## src/rtl/cache_pkg.sv

```systemverilog
// Definitions shared by the cache refill controller and the data cache:
// refill FSM states, word size, and the line-offset width helper.
package cache_pkg;

  typedef enum logic [1:0] {
    ST_IDLE = 2'd0,
    ST_REQ  = 2'd1,
    ST_WAIT = 2'd2,
    ST_DONE = 2'd3
  } refill_state_e;

  localparam int WORD_BYTES = 4;

  function automatic int line_off_w(input int words_per_line);
    return $clog2(words_per_line);
  endfunction

endpackage

```

## src/rtl/refill_addr_gen.sv

```systemverilog
// Line base, start offset and word counter producing the word-aligned refill address.
// CRITICAL_WORD_FIRST_EN: start at the missing word's offset and wrap around the line.
module refill_addr_gen
  import cache_pkg::*;
#(
  parameter int WORDS_PER_LINE = 4,
  parameter int ADDR_W         = 32
) (
  input  logic              i_clk,
  input  logic              i_rst,
  input  logic              i_start,
  input  logic              i_adv,
  input  logic [ADDR_W-1:0] i_miss_addr,
  output logic [ADDR_W-1:0] o_addr,
  output logic              o_last
);

  localparam int OFF_W    = line_off_w(WORDS_PER_LINE);
  localparam int WB_W     = $clog2(WORD_BYTES);
  localparam int LINE_LSB = OFF_W + WB_W;

  logic [ADDR_W-LINE_LSB-1:0] r_base;
  logic [OFF_W-1:0]           r_cnt;
  logic [OFF_W-1:0]           w_start_off;
  logic [OFF_W-1:0]           w_off;

`ifdef CRITICAL_WORD_FIRST_EN
  logic [OFF_W-1:0] r_start_off;
  logic [WB_W-1:0]  w_unused_lsb;

  assign w_unused_lsb = i_miss_addr[WB_W-1:0];

  always_ff @(posedge i_clk) begin
    if (i_rst)        r_start_off <= '0;
    else if (i_start) r_start_off <= i_miss_addr[LINE_LSB-1:WB_W];
  end

  assign w_start_off = r_start_off;
`else
  logic [LINE_LSB-1:0] w_unused_lsb;

  assign w_unused_lsb = i_miss_addr[LINE_LSB-1:0];
  assign w_start_off  = '0;
`endif

  always_ff @(posedge i_clk) begin
    if (i_rst) begin
      r_base <= '0;
      r_cnt  <= '0;
    end else if (i_start) begin
      r_base <= i_miss_addr[ADDR_W-1:LINE_LSB];
      r_cnt  <= '0;
    end else if (i_adv) begin
      r_cnt  <= r_cnt + 1'b1;
    end
  end

  // OFF_W-bit sum wraps naturally, keeping every address inside the line
  assign w_off  = w_start_off + r_cnt;
  assign o_addr = {r_base, w_off, {WB_W{1'b0}}};
  assign o_last = (r_cnt == OFF_W'(WORDS_PER_LINE - 1));

endmodule

```

## src/rtl/cache_refill_ctrl.sv

```systemverilog
// Cache line refill controller: one word request at a time to memory, one write
// strobe per returned word, refill_done pulse when the line is complete.
module cache_refill_ctrl
  import cache_pkg::*;
#(
  parameter int WORDS_PER_LINE = 4,
  parameter int ADDR_W         = 32
) (
  input  logic              i_clk,
  input  logic              i_rst,
  input  logic              i_miss_req,
  input  logic [ADDR_W-1:0] i_miss_addr,
  output logic              o_mem_req,
  output logic [ADDR_W-1:0] o_mem_addr,
  input  logic              i_mem_ack,
  input  logic [31:0]       i_mem_rdata,
  output logic              o_refill_we,
  output logic [ADDR_W-1:0] o_refill_addr,
  output logic [31:0]       o_refill_data,
  output logic              o_refill_done,
  output logic              o_busy
);

  refill_state_e r_state, w_state_nxt;

  logic              w_start, w_adv, w_last;
  logic              w_mem_req, w_we, w_done;
  logic [ADDR_W-1:0] w_line_addr;

  always_ff @(posedge i_clk) begin
    if (i_rst) r_state <= ST_IDLE;
    else       r_state <= w_state_nxt;
  end

  always_comb begin
    w_state_nxt = r_state;
    w_start     = 1'b0;
    w_adv       = 1'b0;
    w_mem_req   = 1'b0;
    w_we        = 1'b0;
    w_done      = 1'b0;
    case (r_state)
      ST_IDLE: begin
        if (i_miss_req) begin
          w_start     = 1'b1;
          w_state_nxt = ST_REQ;
        end
      end
      ST_REQ: begin
        w_mem_req   = 1'b1;
        w_state_nxt = ST_WAIT;
      end
      ST_WAIT: begin
        if (i_mem_ack) begin
          w_we = 1'b1;
          if (w_last) begin
            w_state_nxt = ST_DONE;
          end else begin
            w_adv       = 1'b1;
            w_state_nxt = ST_REQ;
          end
        end
      end
      ST_DONE: begin
        w_done      = 1'b1;
        w_state_nxt = ST_IDLE;
      end
      default: w_state_nxt = ST_IDLE;
    endcase
  end

  refill_addr_gen #(
    .WORDS_PER_LINE(WORDS_PER_LINE),
    .ADDR_W        (ADDR_W)
  ) u_addr_gen (
    .i_clk      (i_clk),
    .i_rst      (i_rst),
    .i_start    (w_start),
    .i_adv      (w_adv),
    .i_miss_addr(i_miss_addr),
    .o_addr     (w_line_addr),
    .o_last     (w_last)
  );

  // Address/data buses read as zero whenever their strobe is low
  assign o_mem_req     = w_mem_req;
  assign o_mem_addr    = w_mem_req ? w_line_addr : '0;
  assign o_refill_we   = w_we;
  assign o_refill_addr = w_we ? w_line_addr : '0;
  assign o_refill_data = w_we ? i_mem_rdata : '0;
  assign o_refill_done = w_done;
  assign o_busy        = (r_state != ST_IDLE);

endmodule

```

## config.mk

```make
export PLATFORM = sky130hd
export DESIGN_NAME = cache_refill_ctrl
export DESIGN_NICKNAME = d
export VERILOG_FILES = /design/src/rtl/cache_pkg.sv /design/src/rtl/refill_addr_gen.sv /design/src/rtl/cache_refill_ctrl.sv
export SDC_FILE = /design/constraint.sdc
export NUM_CORES = 1
export LEC_CHECK = 0
export ABC_AREA = 1
export BUFFER_PORTS_ARGS = -buffer_cell sky130_fd_sc_hd__buf_2
export CELL_PAD_IN_SITES_DETAIL_PLACEMENT = 0
export CELL_PAD_IN_SITES_GLOBAL_PLACEMENT = 1
export CORE_MARGIN = 8
export CORE_UTILIZATION = 23
export CTS_BUF_LIST = sky130_fd_sc_hd__clkbuf_2 sky130_fd_sc_hd__clkbuf_4 sky130_fd_sc_hd__clkbuf_8
export DETAILED_ROUTE_END_ITERATION = 7
export HOLD_SLACK_MARGIN = 0.06
export PLACE_DENSITY = 0.85
export SLEW_MARGIN = 20
export SYNTH_ARGS = -nofsm -noshare
export SYNTH_HDL_FRONTEND = slang
export SYNTH_HIERARCHICAL = 1
export SYNTH_SLANG_ARGS = --single-unit
```

## constraint.sdc

```tcl
create_clock -name i_clk -period 1.3 [get_ports i_clk]
set_input_delay 0.195 -clock i_clk [delete_from_list [all_inputs] [get_ports i_clk]]
set_output_delay 0.195 -clock i_clk [all_outputs]
set_load 0.005 [all_outputs]
```

### Word-level counts from Yosys, hierarchy flattened

Index checks and enable logic that the tools add are counted.

* flip-flop bits (word level): 32
* input bits: 68
* output and inout port bits: 100
* word-level logic and storage cells: 30

* $add $sub $neg: 1
* eq/ne operators: 6
* mux-type cells: 16
* reduce and logical (&&, ||, !) cells: 4

Operator list (number)
* 32-bit two-way mux: 3
* 1-bit two-way mux: 9
* 2-bit case mux with 4 select lines: 1
* 2-bit equality test, second input constant: 3
* 2-bit two-way mux: 3
* 2-bit inequality test, second input constant: 2
* 2-bit by 1-bit adder with 2-bit output, second input constant: 1
* 2-bit by 1-bit equality test with 1-bit output, second input constant: 1
* 2-bit logical NOT: 1
* 2-bit AND reduction: 1
* 2-bit nonzero test: 1
* 2-bit OR reduction: 1

### Longest topological paths before layout

* depth in word-level cells: 4
* gate-level depth with buffers: 8
* mapped depth without buffers: 7

### Cells and area by module

The synthesis kept the hierarchy.

Modules (own cells, without submodules)
* refill_addr_gen: instances 1, cells an instance 193, area an instance 1260.0 µm², seq. area each 600.6 µm²
* cache_refill_ctrl: instances 1, cells an instance 191, area an instance 914.6 µm², seq. area each 40.0 µm²

### Least setup slack after synthesis

No wires, ideal clock.

* path kind: register to register
* start point: register r_state[0]
* end point: register u_addr_gen.r_base[10]
* arrival time: 1177 ps
* data required time: 1187 ps
* slack: 10 ps
* cell stages (with the launch flop): 8
* buffers on the path: 2
* period minus slack after synthesis: 1290 ps
* cell sequence: dfxtp_1 -> or2_2 -> nor2_1 -> buf_4 -> buf_6 -> nand2_1 -> nand2_1 -> nor2_1

* longest elaborated chain between the ends: 2

RTL lines
* start, declared: RTL line cache_refill_ctrl.sv:24 `refill_state_e r_state, w_state_nxt;`
* start signal, assigned: RTL line cache_refill_ctrl.sv:32 `else r_state <= w_state_nxt;`
* 2-bit logical NOT: RTL line cache_refill_ctrl.sv:42 `case (r_state)`
* 1-bit two-way mux: RTL line cache_refill_ctrl.sv:42
* via w_start: RTL line cache_refill_ctrl.sv:26 `logic w_start, w_adv, w_last;`
* end signal, assigned: RTL line refill_addr_gen.sv:51 `r_base <= i_miss_addr[ADDR_W-1:LINE_LSB];`
* end, declared: RTL line refill_addr_gen.sv:22 `logic [ADDR_W-LINE_LSB-1:0] r_base;`

The timed path passes the listed nets, and every way through them passes these cells.
A chain may end at the register's enable or synchronous reset.

### Worst setup path in the final report

* start point: register r_state[0]
* end point: output port o_refill_data[5]

* longest elaborated chain between the ends: 3

RTL lines
* 2-bit equality test: RTL line cache_refill_ctrl.sv:42
* 1-bit two-way mux: RTL line cache_refill_ctrl.sv:42
* 32-bit two-way mux: RTL line cache_refill_ctrl.sv:90 `assign o_refill_data = w_we ? i_mem_rdata : '0;`
* end, declared: RTL line cache_refill_ctrl.sv:19 `output logic [31:0] o_refill_data,`

No other way between the ends.

==> out/qor.yml <==
status: "finished with violations"
violations: "negative setup slack"
antenna_cells: 0
place_inst: 647
max_freq_ghz: 0.654
die_w_um: 113
peakVddDrop_mv: 0.351
clock-sinks: 32
slew_violations: 0
syn_to_final_growth_pct: 57.9
fin_cells: 663
gr-total-overflow: 0
placed_cell_area_mm2: 0.00312
cts_tree: "built"
startpoint_type: "flip-flop"
n_fill_cell: 1012
fin_ws_ps: -229
clk_latency_ps: 280
crit_type: "reg2out"
gp_congestion: 0.873
seq_area_um2: 643
htreeDepth: 2
multi_input_comb_area_mm2: 0.00104
rsz0062_at_grt: "yes"
postSynthAreaPerCell_um2: 5.66
synth_area_mm2: 0.00217
power_density_mw_per_mm2: 791
vias_per_cell: 3.88
whs_ps: 130
synth_warnings: 6
dp_hpwl_um: 6010
r2r_slack_ps: -230
finalCriticalPeriod_ps: 1530
grt_pass1_vias: 2510
io_buffers: 159
postRouteAntennaNets: 0
cp-end-kind: "output port"
io_pins: 168
finalWirelength_um: 7740
synthCells: 384
grt_use_total_pct: 11.4
path_max_fanout: 26
antenna_found_initial: 0
die_y_um: 113
cts.path.max_buffers: 2
yosysTopAreaCell: "dfxtp_1"
ys_top_cells_by_area: "dfxtp_1, nor2_1, inv_1, nor2_2, nand2_1"
stdcell_area_mm2: 0.00343
initial_core_util_pct: 23.6
hold_viol: 0
ctsRootBufferMaster: "clkbuf_8"
cts.clk_slew.worst_paths_ps: 70
drive_gt1_share_pct: 43.5
required_ps: 1110
drc_errors: 0
holdCritPathClass: "in2reg"
drt_iter0_markers: 83
grt_max_degree: 31
fin_nets: 620
synth_top_area_share_pct: 29.5
synth.distinct_cells: 15
cts_hold_buffers: 0
drv_cap: 0
ys_seq_area_share_pct: 29.5
cp.arrival_ps: 1330
p_leak_uw: 0.00215
via_count: 2575
setup_violations: 125
grt_pass1_wl_um: 12100
cts_inserted_buffers: 5
die-area_mm2: 0.0128
ys_seq_elements: 32
finClkSkew_ps: 5.81
drt_first_pass_iters: 4
period_share_pct: 118
rows: 35
final_core_util_pct: 37.3
coreArea_mm2: 0.00920
avgRoutedWirePerCell_um: 11.7
per-stage QoR:
step,setup WS (ps),total power (µW),setup TNS (ps)
final,-229,2720,-21110
after global placement,18.3,1810,0
after global routing,-297,2930,-30450
after floorplan,10.1,1550,0
after detailed placement,-4.36,1820,-4.36
after CTS,-237,2750,-23070
routing by layer:
metal	vias to the layer above	GRT usage, %	share of wire, %
li1	1370	-	-
met1	1083	11.9	42
met2	117	21.0	46
met3	5	4.79	11
met4	0	2.13	0.66
met5	-	0	0
worst max-delay path, cell delays in order (launching register included):
cell	delay, ps
dfxtp_2	350
nor2_4	140
nand2_4	120
buf_12	190
nor2_2	110
buf_2	130
path summary, 6_finish.rpt:
kind / depth (start not counted) / to / startpoint
min reg2reg: 2 / u_addr_gen/r_base[27]$_SDFFE_PP0P_ / u_addr_gen/r_base[27]$_SDFFE_PP0P_
max reg2reg: 8 / u_addr_gen/r_base[12]$_SDFFE_PP0P_ / r_state[1]$_SDFFE_PP0P_
min: 2 / r_state[1]$_SDFFE_PP0P_ / i_rst
max: 5 / o_refill_data[5] / r_state[0]$_SDFFE_PP0P_
placed cells by master, fill, tap and decap left out, drive strengths merged:
master,synthesis,routed
a21oi,2,2
buf,20,176
bufbuf,0,2
clkbuf,0,7
clkinv,0,2
conb,1,2
dfxtp,32,32
ha,1,1
inv,100,100
nand2,65,65
nor2,161,161
o21ai,1,1
or2,1,1
registers in the layout (all words and copies together) (netlist names):
signal,count
r_state,2
u_addr_gen/r_cnt,2
u_addr_gen/r_base,28
kinds of logic after synthesis:
kind of cell / count (synthesis) / share of synthesized area [%]
simple gates: 227 / 43.9
compound gates: 3 / 0.690
buf+inv: 120 / 25.2
flops: 32 / 29.5
fa+ha+maj: 1 / 0.575
other cells: 1 / 0.172
what timing repair did:
action	4_1_cts	5_1_grt
gates cloned	3	1
setup endpoints to repair	110	125
resized for setup	14	1
setup buffers	3	1
pin swaps	1	0
Yosys cell counts:
cell type	instances
nor2_1	121
conb_1	1
dfxtp_1	32
buf_4	3
a21oi_1	2
o21ai_0	1
nor2_2	40
or2_2	1
ha_1	1
buf_2	9
inv_1	98
inv_2	2
nand2_1	65
buf_8	4
buf_6	4
power by group:
group	internal (µW)	switching, µW	leakage, µW	total, µW
Sequential	1070	48.1	0.000266	1120
Clock	422	366	0.0000510	788
Combinational	400	410	0.00183	809
cell type report:
type                            instances  area share (%)
Clock buffer                            6            2.41
Clock inverter                          2           0.292
Inverter                              100            10.9
Multi-Input combinational cell        233            30.3
Sequential cell                        32            18.7
Tap cell                              111            4.05
Timing Repair Buffer                  179            33.3
Note: power is estimated with default switching activity, not from simulation.
